## config.mk

```make
export PLATFORM = sky130hd
export DESIGN_NAME = uart_fifo_reader
export DESIGN_NICKNAME = d
export VERILOG_FILES = /design/src/rtl/uart_fifo_reader.sv
export SDC_FILE = /design/constraint.sdc
export NUM_CORES = 1
export LEC_CHECK = 0
export ABC_AREA = 1
export BUFFER_PORTS_ARGS = -buffer_cell sky130_fd_sc_hd__buf_2
export CORE_MARGIN = 3
export CORE_UTILIZATION = 50
export DETAILED_ROUTE_END_ITERATION = 7
export PLACE_DENSITY = 0.74
export SYNTH_ARGS = -nofsm -noshare
export SYNTH_HDL_FRONTEND = slang
export SYNTH_SLANG_ARGS = --single-unit
export TNS_END_PERCENT = 30
```

## constraint.sdc

```tcl
create_clock -name clk -period 2.3 [get_ports clk]
set_input_delay 0.575 -clock clk [delete_from_list [all_inputs] [get_ports clk]]
set_output_delay 0.575 -clock clk [all_outputs]
set_load 0.02 [all_outputs]
```

## src/rtl/uart_fifo_reader.sv

```systemverilog
// Drains capture-FIFO words over a rdreq/rdack port and serialises each word
// into BW-bit UART beats, most-significant beat first, with tag-based discard.
module uart_fifo_reader #(
  parameter int DW = 18,
  parameter int AW = 11,
  parameter int DEPTH = 2048,
  parameter int BW = 8,
  parameter int TAG_EN = 1,
  parameter int TAG_W = 4,
  parameter logic [TAG_W-1:0] SKIP_TAG = 4'hF
) (
  input  logic          clk,
  input  logic          rst,
  input  logic          en,
  input  logic          empty,
  output logic          rdreq,
  input  logic          rdack,
  output logic [AW-1:0] raddr,
  input  logic [DW-1:0] rdata,
  output logic          uart_req,
  input  logic          uart_ack,
  output logic [BW-1:0] uart_dat,
  output logic          uart_last,
  output logic [15:0]   word_cnt,
  output logic [15:0]   skip_cnt,
  output logic          busy
);

  localparam int NBEAT = (DW + BW - 1) / BW;
  localparam int NBW = NBEAT * BW;
  localparam int IW = (NBEAT > 1) ? $clog2(NBEAT) : 1;
  localparam logic [IW-1:0] LAST_IDX = IW'(NBEAT - 1);
  localparam logic [AW-1:0] ADDR_MAX = AW'(DEPTH - 1);

  typedef enum logic [1:0] {
    IDLE = 2'd0,
    READ = 2'd1,
    SEND = 2'd2
  } state_t;

  state_t          state;
  logic [DW-1:0]   cap_word;
  logic [IW-1:0]   beat_idx;

  // Beat k of the zero-extended word; beat 0 carries the most-significant bits.
  function automatic logic [BW-1:0] beat_of(input logic [DW-1:0] w, input logic [IW-1:0] k);
    logic [NBW-1:0] ext;
    logic [NBW-1:0] sh;
    ext = NBW'(w);
    sh = ext >> ((NBEAT - 1 - int'(k)) * BW);
    return sh[BW-1:0];
  endfunction

  function automatic logic [AW-1:0] next_addr(input logic [AW-1:0] a);
    return (a == ADDR_MAX) ? {AW{1'b0}} : a + AW'(1);
  endfunction

  function automatic logic is_skip(input logic [DW-1:0] w);
    return (TAG_EN != 0) && (w[DW-1 -: TAG_W] == SKIP_TAG);
  endfunction

  // Read/serialise FSM; every output is registered alongside the state so that
  // rdreq and uart_req never depend combinationally on the acknowledges.
  always_ff @(posedge clk) begin
    if (rst) begin
      state     <= IDLE;
      rdreq     <= 1'b0;
      uart_req  <= 1'b0;
      uart_last <= 1'b0;
      busy      <= 1'b0;
      raddr     <= {AW{1'b0}};
      word_cnt  <= 16'd0;
      skip_cnt  <= 16'd0;
      uart_dat  <= {BW{1'b0}};
      cap_word  <= {DW{1'b0}};
      beat_idx  <= {IW{1'b0}};
    end else begin
      case (state)
        IDLE: begin
          if (en && !empty) begin
            state <= READ;
            rdreq <= 1'b1;
            busy  <= 1'b1;
          end
        end
        READ: begin
          if (rdack) begin
            cap_word <= rdata;
            rdreq    <= 1'b0;
            if (is_skip(rdata)) begin
              raddr    <= next_addr(raddr);
              skip_cnt <= skip_cnt + 16'd1;
              state    <= IDLE;
              busy     <= 1'b0;
            end else begin
              beat_idx  <= {IW{1'b0}};
              uart_dat  <= beat_of(rdata, {IW{1'b0}});
              uart_last <= (NBEAT == 1);
              uart_req  <= 1'b1;
              state     <= SEND;
            end
          end
        end
        SEND: begin
          if (uart_ack) begin
            if (beat_idx == LAST_IDX) begin
              raddr     <= next_addr(raddr);
              word_cnt  <= word_cnt + 16'd1;
              uart_req  <= 1'b0;
              uart_last <= 1'b0;
              busy      <= 1'b0;
              state     <= IDLE;
            end else begin
              beat_idx  <= beat_idx + IW'(1);
              uart_dat  <= beat_of(cap_word, beat_idx + IW'(1));
              uart_last <= ((beat_idx + IW'(1)) == LAST_IDX);
            end
          end
        end
        default: begin
          state     <= IDLE;
          rdreq     <= 1'b0;
          uart_req  <= 1'b0;
          uart_last <= 1'b0;
          busy      <= 1'b0;
        end
      endcase
    end
  end

endmodule
```

[Word-level counts from Yosys, hierarchy flattened]
Cells that the tools add are included.
Cells by class
  equality and inequality tests: 13
  bitwise operators: 2
  add/sub/neg operators: 5
  mux-type cells: 38
  shift operators: 1
  reduce and logical (&&, ||, !) cells: 14
Operators with widths (number)
  2-to-1 mux 11 bit: 5
  adder 16 x 1 -> 16 bit (second input constant): 2
  2-to-1 mux 8 bit: 4
  >> shifter 18 x 32 -> 8 bit: 1
  case mux 11 bit (2 select lines): 1
  AND reduction 5 bit: 4
  2-to-1 mux 2 bit: 9
  case mux 8 bit (2 select lines): 1
  inequality test 2 bit (second input constant): 7
  2-to-1 mux 1 bit: 12
  case mux 1 bit (3 select lines): 4
  adder 11 x 1 -> 11 bit (second input constant): 1
  == test 11 bit (second input constant): 1
  AND reduction 3 bit: 3
  AND reduction 4 bit: 2
  == test 2 bit (second input constant): 3
  case mux 2 bit (3 select lines): 1
  == test 4 bit (second input constant): 1
  case mux 2 bit (2 select lines): 1
  subtractor 2 x 2 -> 3 bit (first input constant): 1
  adder 2 x 1 -> 2 bit (second input constant): 1
  == test 2 x 1 -> 1 bit (second input constant): 1
  logical NOT 2 bit: 1
  NOT 1 bit: 2
  other kinds (4): 4
Storage, ports and cells
  logic and storage cells: 84
  output and inout port bits: 55
  bits in registers: 77

[Longest topological paths before layout]
Gate-level depths: netlist of run 1.
  depth after elaboration: 6
  depth in mapped cells: 11

[Worst setup path after synthesis of run 1]
OpenSTA, ideal clock, no wires.
  kind: reg-to-reg
  from: reg beat_idx[0]
  to: reg raddr[6]
  clock period less this slack: 1.541 ns
  arrival time: 1.426 ns
  path buffers: 2
  stages on the path, launching flop included: 11
  slack: 0.759 ns
  setup time: 0.115 ns
  path through: dfxtp_1 buf_2 inv_1 ha_1 inv_1 nand2_2 nand2_1 nor2_2 buf_4 a21oi_1 nor2_1
On the way
  word-level cells in the longest chain between the ends: 3
Ends and longest elaborated chain
  start, declared: RTL line 43  | logic [IW-1:0] beat_idx;
  start signal, assigned: RTL line 76  | beat_idx <= {IW{1'b0}};
  start signal, assigned: RTL line 96  | beat_idx <= {IW{1'b0}};
  start signal, assigned: RTL line 114  | beat_idx <= beat_idx + IW'(1);
  == test 2 bit: RTL line 106  | if (beat_idx == LAST_IDX) begin
  inequality test 2 bit (no source line)
  AND reduction 5 bit (no source line)
  end signal, assigned: RTL line 71  | raddr <= {AW{1'b0}};
  end signal, assigned: RTL line 91  | raddr <= next_addr(raddr);
  end signal, assigned: RTL line 107  | raddr <= next_addr(raddr);
  end, declared: RTL line 18  | output logic [AW-1:0] raddr,
Every way passes these cells.
A chain may end at the register's enable or synchronous reset.

[Worst setup path after layout of run 1]
  from: reg beat_idx[0]
  to: reg raddr[5]
The elaborated chain is that of the path after synthesis.

==> key figures, run 1 <==
Clock network
  • Root buffer cell: clkbuf_8
  • Cts repair resizes: 0
  • Post-CTS Setup Repair Bufs: 0
  • CTS sink cnt: 77
  • Max Root-Sink Buffers: 2
  • CTS clk-pin slew, worst paths: 0.08 ns
  • CTS H-tree depth: 3
  • CTS tree: built
  • CTS Buf Count: 9
  • Worst-skew pair later-pin latency: 0.35 ns
  • # hold bufs at CTS: 0

Logic synthesis
  • Post-Syn Instances: 547
  • Mapped cell area: 3730 um2
  • Syn Area/Cell: 6.81 um2
  • Register area share after synthesis: 41.4%
  • Syn Nets: 576
  • Unique masters post-synth: 33
  • Yosys Warn Count: 0
  • Synth Register Bits: 77

STA
  • Worst Tran Pin Value: 0.485 ns
  • Slew headroom: 67.6%
  • Skew final: 0.00557 ns
  • Final setup viols: 0
  • Setup total negative slack: 0 ns
  • Period Utilization, post-route: 77.9%
  • Hold Violations, Final: 0
  • Min Tclk post-route: 1.79 ns
  • Max-slew violations: 0
  • Fin worst setup slack: 0.508 ns
  • RSZ-0062 raised after global routing: false
  • FMAX: 0.558 GHz

Critical path
  • R2r startpoint: beat_idx[0]
  • Reg-to-reg slack, setup: 0.51 ns
  • CP endpoint kind: flop
  • Arr. time, crit path: 2.03 ns
  • RR Endpoint: raddr[5]
  • Crit path max fanout: 12
  • CP required: 2.54 ns
  • Crit path kind: reg2reg
  • Crit path launch type: flop
  • Depth of the most critical reg-to-reg path: 9

GRT
  • Largest net degree at the start of global routing: 38
  • GRT Overall Usage: 21.1%
  • Vias in the first global route: 3,310
  • Gr ovfl total: 0
  • Global-route wire length before repair: 14,600 um
  • Initial antenna violation count: 0

Power
  • Pleak: 1.95 nW
  • Total design power: 2.67 mW
  • Max VDD drop: 371 uV
  • Total power per unit cell area: 608 nW/um2

Drt
  • DRC viols: 0
  • Via count: 3,605
  • Vias per cell: 4.96
  • Routed WL per cell: 11.9 um
  • DRT Pass-1 Iters: 4
  • Final WL: 8690 um
  • Number of routed nets with antenna violations: 0
  • DRT iter0 DRCs: 158

Worst hold path
  • Hold path cells: 2
  • Hold_sp: cap_word[10]
  • Hold EP: cap_word[10]
  • Worst min path class: reg2reg

Floorplanning
  • Die footprint: 8530 um2
  • Rows: 30
  • Die Y: 92.3 um
  • Chip Width: 92.3 um
  • Core area: 7020 um2
  • Num ports: 79
  • Initial Util: 53.1%

Placed design
  • GP Congestion: 0.863
  • IO Port Bufs: 78
  • Detail Placement HPWL: 6290 um
  • Dpl ws: 0.313 ns
  • Dpl cells: 711

Run
  • Max_cap viols: 0

Finish
  • Layout area overhead: 17.8%
  • Share of cells above drive strength 1: 19.0%
  • Nets: 655
  • Fin cells: 727
  • Layout fillers: 702
  • Diodes inserted: 0

Run status
  • Outcome: completed
[how the worst max path moves through the flow]
| stage | start | end | slack (ns) | cells after the start |
|---|---|---|---|---|
| final | beat_idx[0] | raddr[5] | 0.51 | 9 |
| after global routing | beat_idx[0] | raddr[5] | 0.31 | 9 |
| after CTS | beat_idx[0] | raddr[0] | 0.51 | 9 |
| after detailed placement | rdata[17] | raddr[0] | 0.31 | 8 |
| after global placement | rdata[17] | raddr[5] | 0.40 | 8 |
| after floorplan | beat_idx[0] | raddr[6] | 0.76 | 10 |
[cells by family after synthesis]
family | Yosys count | synth area share [%]
xor gates and xnor gates | 11 | 2.58
adders and majority gates | 5 | 1.68
AOI/OAI and AO/OA | 85 | 11.7
and+or+nand+nor | 289 | 33.8
DFF | 77 | 41.4
buffers and inverters | 80 | 8.90
[synthesized netlist by cell type (all sizes together)]
cell	instances	area share, %
xor2	6	1.4
inv	64	6.5
nand3	43	6.2
nand2	140	14
a21oi	47	6.3
or2	2	0.34
o211ai	1	0.34
nand4	7	1.2
dfxtp	77	41
nand3b	2	0.40
clkbuf	8	0.81
buf	8	1.6
and3	2	0.34
o21bai	1	0.20
o21ai	36	4.8
xnor2	5	1.2
ha	5	1.7
nor3	5	0.94
nor2	88	9.9
[state kept, by name, summed over array words and instances (netlist names)]
name       count
busy           1
uart_req       1
beat_idx       2
word_cnt      16
cap_word      18
uart_last      1
uart_dat       8
rdreq          1
state          2
skip_cnt      16
raddr         11
[power by group]
group / total, mW / internal (mW) / switching, mW
Clock: 0.994 / 0.507 / 0.487
Sequential: 1.39 / 1.37 / 0.0226
Combinational: 0.284 / 0.0940 / 0.190
Total: 2.67 / 1.97 / 0.699
[cells in the final DEF, fill, tap and decap left out, types with 2 or more instances in the layout]
cell	count
nand2_2	2
clkbuf_8	13
buf_2	78
nor3_1	3
nand3_1	41
nor2_1	80
and3_1	2
xor2_1	6
ha_1	5
o21ai_0	35
nor2_4	4
a21oi_1	47
xnor2_1	5
or2_2	2
nor2_2	4
clkinv_2	2
nand2_1	137
nand4_1	7
dfxtp_1	77
nand3b_1	2
nor3_2	2
buf_4	6
inv_1	62
[routing by layer]
layer / wire length [um] / share of wire, % / vias up / track usage [%]
met1: 3990 / 46 / 1623 / 26.8
li1: - / - / 1887 / -
met3: 505 / 5.8 / 10 / 5.85
met2: 4090 / 47 / 85 / 35.5
met5: 0 / 0 / - / 0
met4: 96 / 1.1 / 0 / 5.32
[final cells by class]
type	instances	area, um2	share of cell area [%]
clock inverters	3	17.5	0.399
flip-flops and latches	77	1540	35.1
clock buffers	13	179	4.08
inverters	64	243	5.53
well taps	96	120	2.74
multi-input cells	390	1850	42.2
repair buffers	84	435	9.92
[worst max-delay path, cell delays in order (launching register included)]
cell	delay, ns
dfxtp_1	0.31
inv_1	0.08
ha_1	0.19
inv_1	0.10
nand2_2	0.15
nand2_1	0.08
nor2_2	0.38
nand2_1	0.14
nand2_1	0.17
nor2_1	0.06
[stage by stage]
stage                     hold slack, ns  util, %  cell area (um2)
final                              0.448     62.5             4390
after global routing               0.458     62.5             4390
after CTS                          0.449     62.5             4390
after detailed placement           0.441     59.8             4190
after global placement             0.436     59.8             4190
after floorplan                    0.424        -             3730
(Power assumes the default switching activity.)
==> run 2: changes to the inputs <==
clock period = 1.8 ns   (was 2.3 ns; I/O delays follow)
==> key figures, run 2 (same netlist as run 1, synthesis figures left out) <==
Run status
  • Outcome: completed

Floorplanning
  • Core area: 7020 um2 (unchanged)
  • Die footprint: 8530 um2 (unchanged)
  • Initial Util: 53.1% (unchanged)
  • Chip Width: 92.3 um (unchanged)
  • Rows: 30 (unchanged)
  • Die Y: 92.3 um (unchanged)
  • Num ports: 79 (unchanged)

GRT
  • Largest net degree at the start of global routing: 38 (unchanged)
  • Vias in the first global route: 3,352 (+1.3%)
  • GRT Overall Usage: 21.1% (-0.063 points)
  • Gr ovfl total: 0 (unchanged)
  • Initial antenna violation count: 0 (unchanged)
  • Global-route wire length before repair: 14,700 um (+0.47%)

Power
  • Pleak: 1.97 nW (+0.86%)
  • Total power per unit cell area: 758 nW/um2 (+25%)
  • Max VDD drop: 451 uV (+22%)

Clock network
  • CTS clk-pin slew, worst paths: 0.07 ns (about the same)
  • # hold bufs at CTS: 0 (unchanged)
  • Root buffer cell: clkbuf_8
  • CTS tree: built
  • Worst-skew pair later-pin latency: 0.35 ns (about the same)
  • CTS Buf Count: 9 (unchanged)
  • Max Root-Sink Buffers: 2 (unchanged)
  • CTS sink cnt: 77 (unchanged)
  • CTS H-tree depth: 3 (unchanged)

Drt
  • Number of routed nets with antenna violations: 0 (unchanged)
  • DRC viols: 0 (unchanged)
  • Routed WL per cell: 12.0 um (about the same)
  • Final WL: 8720 um (+0.45%)
  • Vias per cell: 5.00 (+0.80%)
  • Via count: 3,649 (+1.2%)
  • DRT iter0 DRCs: 177 (+12%)
  • DRT Pass-1 Iters: 4 (unchanged)

STA
  • Hold Violations, Final: 0 (unchanged)
  • Skew final: 0.00984 ns (+0.00428 ns)
  • Slew headroom: 68.9% (+1.3 points)
  • Period Utilization, post-route: 89.6% (+12 points)
  • Min Tclk post-route: 1.61 ns (-0.180 ns)
  • Hold_ws: 0.344 ns (-0.104 ns)
  • RSZ-0062 raised after global routing: false
  • Final setup viols: 0 (unchanged)
  • Setup total negative slack: 0 ns (unchanged)
  • Max-slew violations: 0 (unchanged)
  • FMAX: 0.620 GHz (+11%)
  • Worst Tran Pin Value: 0.465 ns (-0.0201 ns)

Run
  • Max_cap viols: 0 (unchanged)

Finish
  • Nets: 659 (+0.61%)
  • Max reg flops: 18 (unchanged)
  • Most common cell after layout, fill and taps aside: nand2_1
  • Diodes inserted: 0 (unchanged)
  • FF+latch area: 1540 um2 (unchanged)
  • Commonest cells after routing, fill and taps aside: nand2_1 (137), nor2_1 (80), buf_2 (78)
  • Share of cells above drive strength 1: 19.4% (+0.38 points)
  • Layout fillers: 652 (-7.1%)
  • Layout area overhead: 18.7%
  • Multi-input logic area: 1870 um2 (+0.61%)
  • Largest reg by FF count: cap_word
  • Largest registers: cap_word: 18 flops, skip_cnt: 16 flops, word_cnt: 16 flops

Critical path
  • Arr. time, crit path: 1.90 ns (-0.13 ns)
  • Largest stage delay, worst path: 0.34 ns (-0.04 ns)
  • Crit path max fanout: 7 (-5)
  • CP required: 2.08 ns (-0.46 ns)
  • Critical path's slowest cell: dfxtp_1
  • CP endpoint kind: flop
  • Worst path top cell family by delay: simple AND/OR/NAND/NOR gates
  • Worst Path Buf+Inv: 2 (unchanged)
  • Crit path launch type: flop
  • Worst-path cell chain: inv_1 > ha_1 > inv_1 > nand2_2 > nor2_2 > nand2_1 > nand3_1 > nor2_1 > nor2_1
  • Reg-to-reg slack, setup: 0.19 ns (-0.32 ns)
  • Crit path kind: reg2reg

Placed design
  • IO Port Bufs: 78 (unchanged)
  • GP Congestion: 0.862 (-0.13%)
  • Detail Placement HPWL: 6330 um (+0.69%)

Worst hold path
  • Worst min path class: in2reg
run 2: worst min-delay path, stage by stage:
cell and delay [ns]:
buf_2 0.10, nand2_1 0.05, a21oi_1 0.05
run 2: layout make-up:
cell class                      instances  area share, %
Timing Repair Buffer                   88           10.8
Multi-Input combinational cell        390           42.2
Clock buffer                           14           3.90
Sequential cell                        77           34.8
Tap cell                               96           2.71
Inverter                               64           5.48
Clock inverter                          1          0.113
run 2: worst paths after layout:
path / start / to / depth (start not counted)
setup / recovery: beat_idx[0] / uart_dat[1] / 9
hold / removal: rdata[1] / cap_word[1] / 3
setup reg to reg: beat_idx[0] / uart_dat[1] / 9
hold reg to reg: cap_word[10] / cap_word[10] / 2
run 2: power breakdown:
part           internal [mW]  total (mW)  switching [mW]
clock network          0.606        1.20           0.593
logic                  0.130       0.377           0.247
registers               1.75        1.78          0.0294
run 2: per-stage QoR:
| stage | cell area [um2] | worst slack (ns) | utilization, % | power [mW] | cells |
|---|---|---|---|---|---|
| after floorplan | 3730 | 0.259 | - | 2.07 | 547 |
| after global placement | 4240 | 0.0829 | 60.4 | 2.18 | 715 |
| after detailed placement | 4240 | 0.0369 | 60.4 | 2.19 | 715 |
| after CTS | 4410 | 0.0618 | 62.9 | 3.39 | 730 |
| after global routing | 4430 | 0.0150 | 63.0 | 3.52 | 730 |
| final | 4430 | 0.187 | 63.0 | 3.35 | 730 |
run 2: metal layers:
| metal | vias up | track usage, % | share of wire (%) |
|---|---|---|---|
| met2 | 95 | 33.8 | 46 |
| met4 | 0 | 7.80 | 1.8 |
| met5 | - | 0 | 0 |
| met1 | 1634 | 27.0 | 47 |
| li1 | 1903 | - | - |
| met3 | 17 | 5.85 | 5.2 |
run 2: what timing repair did:
| item | 4_1_cts | 5_1_grt |
|---|---|---|
| buffers inserted | 0 | 0 |
| hold endpoints to repair | 0 | 0 |
| gates resized for setup | 0 | 3 |
| endpoints found under the setup margin | 0 | 9 |
